$ cat config.mk
export PLATFORM = sky130hd
export DESIGN_NAME = hazard_ctrl
export DESIGN_NICKNAME = d
export VERILOG_FILES = /design/src/rtl/core_pkg.sv /design/src/rtl/sat_counter.sv /design/src/rtl/hazard_ctrl.sv
export SDC_FILE = /design/constraint.sdc
export NUM_CORES = 1
export LEC_CHECK = 0
export BUFFER_PORTS_ARGS = -buffer_cell sky130_fd_sc_hd__buf_4
export CAP_MARGIN = 25
export CORE_UTILIZATION = 35
export DETAILED_ROUTE_END_ITERATION = 8
export PLACE_DENSITY = 0.66
export REMOVE_ABC_BUFFERS = 1
export SLEW_MARGIN = 10
export SYNTH_ARGS = -nofsm -noshare
export SYNTH_HDL_FRONTEND = slang
export SYNTH_SLANG_ARGS = --single-unit
$ cat constraint.sdc
create_clock -name clk -period 4.4 [get_ports clk]
set_input_delay 0.66 -clock clk [delete_from_list [all_inputs] [get_ports clk]]
set_output_delay 0.66 -clock clk [all_outputs]
set_load 0.02 [all_outputs]
$ cat src/rtl/core_pkg.sv
// Shared types and constants for the RV32I core.
// Pipeline sequencer states live here.
package core_pkg;

  typedef enum logic [1:0] {
    RUN,
    MEM_WAIT,
    REDIRECT
  } hazard_state_t;

  localparam logic [4:0] REG_ZERO = 5'd0;
  localparam int         IMEM_LAT = 1;

endpackage

$ cat src/rtl/sat_counter.sv
// Saturating up-counter with synchronous clear.
// Holds at all-ones instead of wrapping.
module sat_counter #(
  parameter int WIDTH = 32
) (
  input  logic             clk,
  input  logic             rst_ni,
  input  logic             clr,
  input  logic             inc,
  output logic [WIDTH-1:0] count
);

  always_ff @(posedge clk or negedge rst_ni) begin
    if (!rst_ni) begin
      count <= '0;
    end else if (clr) begin
      count <= '0;
    end else if (inc && (count != '1)) begin
      count <= count + 1'b1;
    end
  end

endmodule

$ cat src/rtl/hazard_ctrl.sv
// Pipeline sequencer: load-use, redirect flush and dmem freeze.
// Drives stall/squash of IF, ID, EX and MA stages.
module hazard_ctrl
  import core_pkg::*;
#(
  parameter int CNT_W       = 32,
  parameter int MEM_TIMEOUT = 255
) (
  input  logic             clk,
  input  logic             rst_ni,
  input  logic             id_valid_i,
  input  logic [4:0]       id_rs1_addr_i,
  input  logic             id_rs1_used_i,
  input  logic [4:0]       id_rs2_addr_i,
  input  logic             id_rs2_used_i,
  input  logic             id_jal_i,
  input  logic             ex_valid_i,
  input  logic             ex_reg_wr_en_i,
  input  logic [4:0]       ex_reg_wr_addr_i,
  input  logic             ex_intlk_i,
  input  logic             ex_redirect_i,
  input  logic             ma_req_i,
  input  logic             ma_ack_i,
  output logic             stall_if_o,
  output logic             stall_id_o,
  output logic             stall_ex_o,
  output logic             stall_ma_o,
  output logic             squash_if_o,
  output logic             squash_id_o,
  output logic             mem_err_o,
  output logic [CNT_W-1:0] perf_stall_cnt_o,
  output logic [CNT_W-1:0] perf_flush_cnt_o
);

  localparam logic [15:0] TO_LAST = 16'(MEM_TIMEOUT - 1);

  hazard_state_t state_q, state_d;
  logic [15:0]   wait_q, wait_d;
  logic          pend_q, pend_d;

  logic ex_red, rs1_hit, rs2_hit, load_use;
  logic in_wait, mem_busy, timeout;
  logic freeze, sq_if, sq_id, bubble;

  assign ex_red  = ex_redirect_i && ex_valid_i;
  assign rs1_hit = id_rs1_used_i
                && (id_rs1_addr_i == ex_reg_wr_addr_i);
  assign rs2_hit = id_rs2_used_i
                && (id_rs2_addr_i == ex_reg_wr_addr_i);

  assign load_use = id_valid_i && ex_valid_i
                 && ex_intlk_i && ex_reg_wr_en_i
                 && (ex_reg_wr_addr_i != REG_ZERO)
                 && (rs1_hit || rs2_hit);

  assign in_wait  = (state_q == MEM_WAIT);
  assign mem_busy = in_wait ? !ma_ack_i
                            : (ma_req_i && !ma_ack_i);
  assign timeout  = in_wait && !ma_ack_i
                 && (wait_q >= TO_LAST);

  always_comb begin
    freeze = 1'b0;
    sq_if  = 1'b0;
    sq_id  = 1'b0;
    bubble = 1'b0;
    if (mem_busy) begin
      freeze = 1'b1;
    end else if (ex_red) begin
      sq_if = 1'b1;
      sq_id = 1'b1;
    end else if (id_jal_i) begin
      sq_if = 1'b1;
    end else begin
      // REDIRECT covers the fetch already in flight
      sq_if  = (state_q == REDIRECT);
      bubble = load_use;
      sq_id  = load_use;
    end
  end

  always_comb begin
    state_d = state_q;
    wait_d  = wait_q;
    pend_d  = pend_q;
    unique case (state_q)
      MEM_WAIT: begin
        if (ma_ack_i || timeout) begin
          wait_d  = '0;
          pend_d  = 1'b0;
          state_d = ((ex_red && ma_ack_i) || pend_q)
                  ? REDIRECT : RUN;
        end else begin
          wait_d = wait_q + 16'd1;
        end
      end
      default: begin
        if (ma_req_i && !ma_ack_i) begin
          state_d = MEM_WAIT;
          wait_d  = 16'd1;
          pend_d  = (state_q == REDIRECT);
        end else if (ex_red) begin
          state_d = REDIRECT;
        end else begin
          state_d = RUN;
        end
      end
    endcase
  end

  always_ff @(posedge clk or negedge rst_ni) begin
    if (!rst_ni) begin
      state_q <= RUN;
      wait_q  <= '0;
      pend_q  <= 1'b0;
    end else begin
      state_q <= state_d;
      wait_q  <= wait_d;
      pend_q  <= pend_d;
    end
  end

  assign stall_if_o  = rst_ni && (freeze || bubble);
  assign stall_id_o  = rst_ni && freeze;
  assign stall_ex_o  = rst_ni && freeze;
  assign stall_ma_o  = rst_ni && freeze;
  assign squash_if_o = rst_ni && sq_if;
  assign squash_id_o = rst_ni && sq_id;
  assign mem_err_o   = rst_ni && timeout;

  sat_counter #(.WIDTH(CNT_W)) u_stall_cnt (
    .clk    (clk),
    .rst_ni (rst_ni),
    .clr    (1'b0),
    .inc    (stall_if_o),
    .count  (perf_stall_cnt_o)
  );

  sat_counter #(.WIDTH(CNT_W)) u_flush_cnt (
    .clk    (clk),
    .rst_ni (rst_ni),
    .clr    (1'b0),
    .inc    (!mem_busy && (ex_red || id_jal_i)),
    .count  (perf_flush_cnt_o)
  );

endmodule

=== After elaboration in Yosys (flattened, before gate mapping) ===
Cells that the tools add are included.

* Bits in registers: 83
* Input bits: 27
* Output and inout bits: 71
* Word-level logic and storage cells: 67

* Add/subtract/negate cells: 3
* Order comparisons: 1
* Equal/unequal tests: 7
* Muxes and demuxes: 21
* Reductions and logical operators: 30

{| class="wikitable"
|+ Operators with widths
! cell !! number
|-
| $add 32x1->32 const B || 2
|-
| $ne 32x32->1 const B || 2
|-
| $mux 16 || 3
|-
| $logic_and 1x1->1 || 20
|-
| $add 16x1->16 const B || 1
|-
| $ge 16x8->1 const B || 1
|-
| $mux 1 || 13
|-
| $eq 5x5->1 || 2
|-
| $mux 2 || 5
|-
| $logic_or 1x1->1 || 5
|-
| $reduce_bool 5->1 || 1
|-
| $eq 2x1->1 const B || 1
|-
| $eq 2x2->1 const B || 1
|-
| $logic_not 1->1 || 2
|-
| $ne 2x1->1 const B || 1
|-
| $reduce_and 2->1 || 1
|-
| $reduce_bool 2->1 || 1
|}

=== Longest topological paths before layout ===
Gate-level depths: netlist of run 1.

* Word-level depth: 11
* Gate-level depth with buffers: 8
* Gate-level depth less buffers: 8

=== Modules after synthesis ===
From an unflattened synthesis of run 1, not the netlist that was laid out.

* Cell total of the unflattened synthesis: 527
* Area total of the unflattened synthesis: 4927.2 um2

{| class="wikitable"
|+ Modules (own cells, without submodules)
! module !! times used !! cells each !! area each (um2) !! sequential area each (um2)
|-
| sat_counter || 2 || 198 || 1854.3 || 800.8
|-
| hazard_ctrl || 1 || 131 || 1218.7 || 475.5
|}

=== Least setup slack after synthesis of run 1 ===
OpenSTA, ideal clock, no wires.

* Path kind: input to output
* Start point: input port ex_reg_wr_addr_i[0]
* End point: output port stall_if_o
* Arrival: 1778 ps
* Data required time: 3740 ps
* Setup slack: 1962 ps
* Stages on the path: 5
* Buffers on the path: 0
* Cells stage by stage: or4_1 -> nor2_1 -> nor3_1 -> a41oi_2 -> inv_2

* Cells in the longest elaborated chain, start to end: 9
* Elaborated cells between the ends (all ways): 13
* Those cells by class: 2 x eq/ne; 3 x mux; 8 x reduce/logical

{| class="wikitable"
|+ RTL lines
! element !! RTL line !! source
|-
| from (decl) || hazard_ctrl.sv:19 || <nowiki>input logic [4:0] ex_reg_wr_addr_i,</nowiki>
|-
| $eq 5x5->1 (on tied branches) || hazard_ctrl.sv:47, hazard_ctrl.sv:49 ||
|-
| $logic_and 1x1->1 (on tied branches) || hazard_ctrl.sv:47, hazard_ctrl.sv:49 ||
|-
| $logic_or 1x1->1 || hazard_ctrl.sv:54 || <nowiki>&& (rs1_hit || rs2_hit);</nowiki>
|-
| $logic_and 1x1->1 (*) || hazard_ctrl.sv:54 ||
|-
| $mux 1 (*) || hazard_ctrl.sv:72 || <nowiki>end else if (id_jal_i) begin</nowiki>
|-
| $mux 1 (*) || hazard_ctrl.sv:69 || <nowiki>end else if (ex_red) begin</nowiki>
|-
| $mux 1 (*) || hazard_ctrl.sv:67 || <nowiki>if (mem_busy) begin</nowiki>
|-
| $logic_or 1x1->1 (*) || hazard_ctrl.sv:123 || <nowiki>assign stall_if_o = rst_ni && (freeze || bubble);</nowiki>
|-
| $logic_and 1x1->1 (*) || hazard_ctrl.sv:123 ||
|-
| to (decl) || hazard_ctrl.sv:24 || <nowiki>output logic stall_if_o,</nowiki>
|}

Every way passes the cells marked *; elsewhere a longest branch is shown, timed or not.

=== Worst setup path after layout of run 1 ===
Ends and elaborated chain as after synthesis.

==> results of run 1 <==
## power breakdown
part,leakage [nW],switching (mW),total [mW],internal [mW]
sequential,1.11,0.0956,0.927,0.831
combinational,1.29,0.217,0.385,0.168
clock,0.159,0.299,0.850,0.551
total,2.56,0.612,2.16,1.55
## layout by cell type, fill, tap and decap left out, types with 3 or more instances in the layout
| master | count |
|---|---|
| and4_1 | 5 |
| clkbuf_16 | 9 |
| nand3_1 | 27 |
| inv_1 | 6 |
| o21ai_0 | 11 |
| ha_1 | 4 |
| xor2_1 | 31 |
| and2_1 | 10 |
| nor4_1 | 10 |
| nand2_1 | 25 |
| nand4_1 | 31 |
| nor4_4 | 3 |
| or4_1 | 5 |
| dfrtp_1 | 83 |
| and3_1 | 14 |
| buf_4 | 100 |
| bufinv_16 | 3 |
| xnor2_1 | 41 |
| nor2_1 | 25 |
| a31oi_1 | 3 |
| a21oi_1 | 6 |
| nor3_1 | 13 |
## kinds of logic (layout without fill, tap and decap cells)
| group | after synthesis | after routing | synth area share, % |
|---|---|---|---|
| AOI/OAI and AO/OA | 32 | 32 | 4.895 |
| xor gates and xnor gates | 72 | 72 | 15.14 |
| adders and majority gates | 4 | 4 | 1.201 |
| buffers and inverters | 17 | 122 | 2.192 |
| DFF | 83 | 83 | 49.85 |
| muxes | 2 | 2 | 0.5405 |
| and+or+nand+nor | 185 | 185 | 26.19 |
## worst register-to-register path: stages, from the launching register on
cell	delay, ns
dfrtp_1	0.42
ha_1	0.21
and3_1	0.26
nand4_2	0.28
nor4_4	0.80
or3_1	0.28
nor3b_1	0.08
xor2_1	0.15
## worst paths after layout
path	from	endpoint	slack [ns]	cells past startpoint
max	ex_reg_wr_addr_i[0]	stall_if_o	1.43	8
min	rst_ni	state_q[0]$_DFFE_PN0P_	0.29	1
max reg2reg	u_stall_cnt.count[0]$_DFFE_PN0P_	u_stall_cnt.count[28]$_DFFE_PN0P_	1.80	7
min reg2reg	u_flush_cnt.count[15]$_DFFE_PN0P_	u_flush_cnt.count[15]$_DFFE_PN0P_	0.49	1
max in group asynchronous	rst_ni	u_flush_cnt.count[6]$_DFFE_PN0P_	3.12	2
min in group clk	u_flush_cnt.count[15]$_DFFE_PN0P_	u_flush_cnt.count[15]$_DFFE_PN0P_	0.49	1
## cell usage after synthesis (all sizes together), types with 10 or more instances
library cell	count
nor2	27
nand2	25
o21ai	12
nand3	28
and3	14
dfrtp	83
and2	10
xor2	31
nor4	13
nor3	13
nand4	32
xnor2	41
## state kept, by name, summed over array words and instances, names as in the netlist
| signal | count |
|---|---|
| pend_q | 1 |
| u_flush_cnt.count | 32 |
| u_stall_cnt.count | 32 |
| state_q | 2 |
| wait_q | 16 |
## area by class of cell
class | count | area [sq um]
Timing Repair Buffer | 100 | 750.7
Inverter | 7 | 26.28
Clock buffer | 10 | 229.0
Clock inverter | 5 | 102.6
Sequential cell | 83 | 2077
Tap cell | 143 | 178.9
Multi-Input combinational cell | 295 | 1998
Fill cell | 1110 | 6153
## routing by layer
metal	vias up	GRT usage (%)	part of all wire [%]
met4	0	8.288	1.8
met3	13	3.499	5.2
li1	1625	-	-
met2	94	24.99	46
met1	1639	22.37	47
met5	-	0	0
## through the flow
stage	hold slack [ns]	power (mW)	worst slack, ns	std cells
detailed placement	0.4843	1.329	1.426	627
global placement	0.4665	1.317	1.429	627
CTS	0.3002	2.189	1.421	642
finish	0.2903	2.162	1.433	643
floorplan	0.3644	1.131	1.381	385
global route	0.3297	2.276	1.323	643
==> metrics.md, run 1 <==
| Metric | Value |
|---|---|
| CP dominant cell by count | `buf_4` |
| Fin util | `46.57%` |
| Min Clock Period, post-route | `2.967 ns` |
| Placed inst area | `5024 sq um` |
| First-pass GRT wire length | `16,340 microns` |
| CP max-delay cell | `or4_1` |
| Maximum fanout along the worst path | `25` |
| Netlist Area Pre-Place | `4166 sq um` |
| Top Ports | `98` |
| Clock root buffer | `clkbuf_16` |
| CP Buf/Inv Count | `4` |
| Max-slew headroom | `42.31%` |
| Avg Synthesized Cell Area | `10.55 sq um` |
| Crit-path leading delay family | `simple AND/OR/NAND/NOR gates` |
| Antenna viol nets, final | `0` |
| Post-CTS Hold Buffers | `0` |
| Post-synth cell types | `47` |
| Worst Skew | `0.007474 ns` |
| Critical Path RT | `3.74 ns` |
| Core footprint | `11,520 sq um` |
| Port bufs | `97` |
| MaxCap Viol Count | `0` |
| Slew at the pin with the worst max-slew slack | `0.8589 ns` |
| # clock sinks | `83` |
| Clock latency on the worst-skew pair | `0.33 ns` |
| Maximum clock insertion buffer count | `2` |
| Cells after Synth | `395` |
| Starting Density | `36.18%` |
| Vias/cell | `5.243` |
| Largest stage delay, worst path | `0.52 ns` |
| Leakage | `2.560 nW` |
| # rows | `39` |
| Placer Congestion | `0.8262` |
| Sequential fraction of the synthesis area | `49.85%` |
| Arr. time, crit path | `2.31 ns` |
| GR Overflow Total | `0` |
| Initial antenna violation count | `0` |
| Final wirelength | `9738 microns` |
| Largest net degree at the start of global routing | `49` |
| Total die area | `12,340 sq um` |
| Layout net count | `527` |
| Die X | `111.1 microns` |
| Gr usage total | `16.52%` |
| Die height | `111.1 microns` |
| Post-synth EDFFs | `0` |
| Tcrit/Tclk final | `67.44%` |
| Post-route cell area | `5363 sq um` |
| Yosys top cell area share | `49.85%` |
| Outcome | `finished with violations` |
| Initial DRC count | `140` |
| CTS clk-pin slew, worst paths | `0.06 ns` |
| Power per cell area | `403.2 nW/um^2` |
| Failing checks | `DRC` |
| Residual DRC | `10` |
| Area Overhead vs Synth | `28.71%` |
| First-pass DRT Iterations | `6` |
| Asr flop ratio synth | `100.0%` |
| Slew Limit Fails | `0` |
| DR vias | `3,371` |
| F_max | `337.0 MHz` |
| Diode count | `0` |
| Crit path capture type | `primary output` |
| Post-CTS resize count | `0` |
| Primary FF master, synth | `dfrtp_1` |
| #FFs+latches synth | `83` |
| Yosys top cell by area | `dfrtp_1` |
| RSZ-0062 raised after global routing | `false` |
| Worst setup SP type | `input port` |
| Top post-synthesis cells by area | `dfrtp_1 50%, xnor2_1 8.6%, xor2_1 6.5%` |
| Peak supply drop | `0.2178 mV` |
| Layout cell share with drive strength beyond 1 | `25.80%` |
| Total CTS buffers | `9` |
| CTS H-tree depth | `3` |
| Yosys warning count | `0` |
| Setup Viol. Count Final | `0` |
| Vias in the first global route | `3,330` |
| TritonCTS clock tree | `yes` |
| WL/cell | `15.14 microns` |
| Critical-path cell list | `buf_4 -> or4_1 -> nor2_1 -> nor3_1 -> a41oi_2 -> buf_4 -> inv_2 -> buf_4` |
| Final Hold Viols | `0` |
| Setup Buffers After CTS | `0` |
| Class of the most critical setup path | `input port to primary output` |
| Setup TNS | `0 ns` |
| Worst hold-check path type | `input port to asynchronous set/reset pin` |
| Hpwl dp | `6974 microns` |
(Power assumes the default switching activity.)
==> inputs of run 2 (changes only) <==
--- a/config.mk
+++ b/config.mk
@@ -9,7 +9,7 @@
 export CAP_MARGIN = 25
 export CORE_UTILIZATION = 35
 export DETAILED_ROUTE_END_ITERATION = 8
-export PLACE_DENSITY = 0.66
+export PLACE_DENSITY = 0.68
 export REMOVE_ABC_BUFFERS = 1
 export SLEW_MARGIN = 10
 export SYNTH_ARGS = -nofsm -noshare
==> constraint.sdc (replaced) <==
create_clock -name clk -period 2.7 [get_ports clk]
set_input_delay 0.405 -clock clk [delete_from_list [all_inputs] [get_ports clk]]
set_output_delay 0.405 -clock clk [all_outputs]
set_load 0.02 [all_outputs]
==> metrics.md, run 2 (synthesis gave the netlist of run 1 again) <==
| Metric | Value |
|---|---|
| Outcome | `finished with violations (unchanged)` |
| Failing checks | `DRC (unchanged)` |
| Area Overhead vs Synth | `29.88% (was 28.71%)` |
| Leakage | `2.589 nW (was 2.560 nW)` |
| Critical Path RT | `2.30 ns (was 3.74 ns)` |
| R2R depth | `6 (was 7)` |
| Most frequent cells in the layout | `107 x buf_4, 83 x dfrtp_1, 41 x xnor2_1 (was 100 x buf_4, 83 x dfrtp_1, 41 x xnor2_1)` |
| Commonest non-fill, non-tap cell in the layout | `buf_4 (unchanged)` |
| Final non-filler cell total | `652 (was 643)` |
| TritonCTS clock tree | `yes (unchanged)` |
| CTS H-tree depth | `3 (unchanged)` |
| Largest regs | `u_flush_cnt.count x32, u_stall_cnt.count x32, wait_q x16 (unchanged)` |
| GR Overflow Total | `0 (unchanged)` |
| Total CTS buffers | `9 (unchanged)` |
| Power per cell area | `641.4 nW/um^2 (was 403.2 nW/um^2)` |
| Diode count | `0 (unchanged)` |
| First-pass GRT wire length | `16,580 microns (was 16,340 microns)` |
| Maximum fanout along the worst path | `8 (was 25)` |
| Min Clock Period, post-route | `2.419 ns` |
| Fillers | `1,092 (was 1,110)` |
| Final Hold Viols | `0 (unchanged)` |
| Worst Skew | `0.006627 ns (was 0.007474 ns)` |
| Vias/cell | `5.215 (was 5.243)` |
| Largest net degree at the start of global routing | `46 (was 49)` |
| Layout cell share with drive strength beyond 1 | `26.92% (was 25.80%)` |
| Class of the most critical setup path | `flip-flop to primary output (was input port to primary output)` |
| WHS Path Cells | `2` |
| Crit path capture type | `primary output (unchanged)` |
| Tcrit/Tclk final | `89.58%` |
| Setup Buffers After CTS | `0 (unchanged)` |
| RSZ-0062 raised after global routing | `false (unchanged)` |
| # clock sinks | `83 (unchanged)` |
| Slew Limit Fails | `0 (unchanged)` |
| MaxCap Viol Count | `0 (unchanged)` |
| Antenna viol nets, final | `0 (unchanged)` |
| Post-CTS resize count | `0 (unchanged)` |
| F_max | `413.4 MHz` |
| Die height | `111.1 microns (unchanged)` |
| Residual DRC | `8 (was 10)` |
| Maximum clock insertion buffer count | `2 (unchanged)` |
| Total die area | `12,340 sq um (unchanged)` |
| Final wirelength | `9787 microns (was 9738 microns)` |
| Max-slew headroom | `45.17% (was 42.31%)` |
| Hpwl dp | `7050 microns (was 6974 microns)` |
| DR vias | `3,400 (was 3,371)` |
| Initial antenna violation count | `0 (unchanged)` |
| First-pass DRT Iterations | `6 (unchanged)` |
| WL/cell | `15.01 microns (was 15.14 microns)` |
| Starting Density | `36.18% (unchanged)` |
| Vias in the first global route | `3,333 (was 3,330)` |
| Arr. time, crit path | `2.01 ns (was 2.31 ns)` |
| Post-CTS Hold Buffers | `1 (was 0)` |
| Clock root buffer | `clkbuf_16 (unchanged)` |
| CTS clk-pin slew, worst paths | `0.06 ns (about the same)` |
| Port bufs | `97 (unchanged)` |
| Peak supply drop | `0.3863 mV (was 0.2178 mV)` |
| Clock latency on the worst-skew pair | `0.34 ns (was 0.33 ns)` |
| # rows | `39 (unchanged)` |
| Overall Power | `3.471 mW (was 2.162 mW)` |
| Top Ports | `98 (unchanged)` |
| Layout net count | `535 (was 527)` |
| Initial DRC count | `194 (was 140)` |
| Setup TNS | `0 ns (unchanged)` |
| Worst setup SP type | `flip-flop (was input port)` |
| Placed Instances | `635 (was 627)` |
| Gr usage total | `16.76% (was 16.52%)` |
| Core footprint | `11,520 sq um (unchanged)` |
| Worst hold-check path type | `input port to flip-flop (was input port to asynchronous set/reset pin)` |
| Die X | `111.1 microns (unchanged)` |
| Slew at the pin with the worst max-slew slack | `0.8216 ns (was 0.8589 ns)` |
| Placer Congestion | `0.8180 (was 0.8262)` |
| Setup Viol. Count Final | `0 (unchanged)` |
[run 2: per-stage QoR]
step | cell area [sq um] | hold slack (ns) | worst slack, ns | util [%]
after floorplan | 4101 | 0.1094 | 0.01740 | -
after global placement | 5084 | 0.2508 | 0.4385 | 44.14
after detailed placement | 5084 | 0.2542 | 0.3514 | 44.14
after CTS | 5411 | 0.2252 | 0.2453 | 46.99
after global routing | 5411 | 0.2337 | 0.09953 | 46.99
final | 5411 | 0.2412 | 0.2813 | 46.99
[run 2: power breakdown]
part | switching [mW] | internal, mW | total, mW | leakage (nW)
clock | 0.514 | 0.812 | 1.33 | 0.149
sequential | 0.155 | 1.35 | 1.51 | 1.11
combinational | 0.357 | 0.279 | 0.636 | 1.33
[run 2: area by class of cell]
| type | count | area, sq um | share of cell area (%) |
|---|---|---|---|
| flip-flops and latches | 83 | 2077 | 38.38 |
| multi-input cells | 295 | 1998 | 36.92 |
| repair buffers | 108 | 813.3 | 15.03 |
| clock buffers | 10 | 229.0 | 4.231 |
| well taps | 143 | 178.9 | 3.306 |
| clock inverters | 6 | 88.84 | 1.642 |
| inverters | 7 | 26.28 | 0.4855 |
[run 2: final timing paths]
kind | startpoint | endpoint | slack, ns
setup / recovery | state_q[1]$_DFFE_PN0P_ | stall_if_o | 0.28
hold / removal | ma_ack_i | state_q[0]$_DFFE_PN0P_ | 0.24
setup reg to reg | u_stall_cnt.count[0]$_DFFE_PN0P_ | u_stall_cnt.count[2]$_DFFE_PN0P_ | 0.36
hold reg to reg | u_stall_cnt.count[7]$_DFFE_PN0P_ | u_stall_cnt.count[7]$_DFFE_PN0P_ | 0.48
max in group asynchronous | rst_ni | u_flush_cnt.count[20]$_DFFE_PN0P_ | 1.47
min in group asynchronous | rst_ni | pend_q$_DFFE_PN0P_ | 0.44
[run 2: metal layers]
metal  wire, microns  vias up  GRT usage, %
met5               0        -             0
met4              74        0         7.117
met3             411        4         4.538
met2            4762       61         26.16
met1            4539     1695         21.89
li1                -     1640             -
[run 2: critical path: stages, from the launching register on]
cell,delay [ns]
dfrtp_1,0.39
nor2b_1,0.25
o21ai_1,0.14
buf_4,0.16
nor2_1,0.26
a41oi_2,0.12
inv_2,0.17
buf_4,0.17
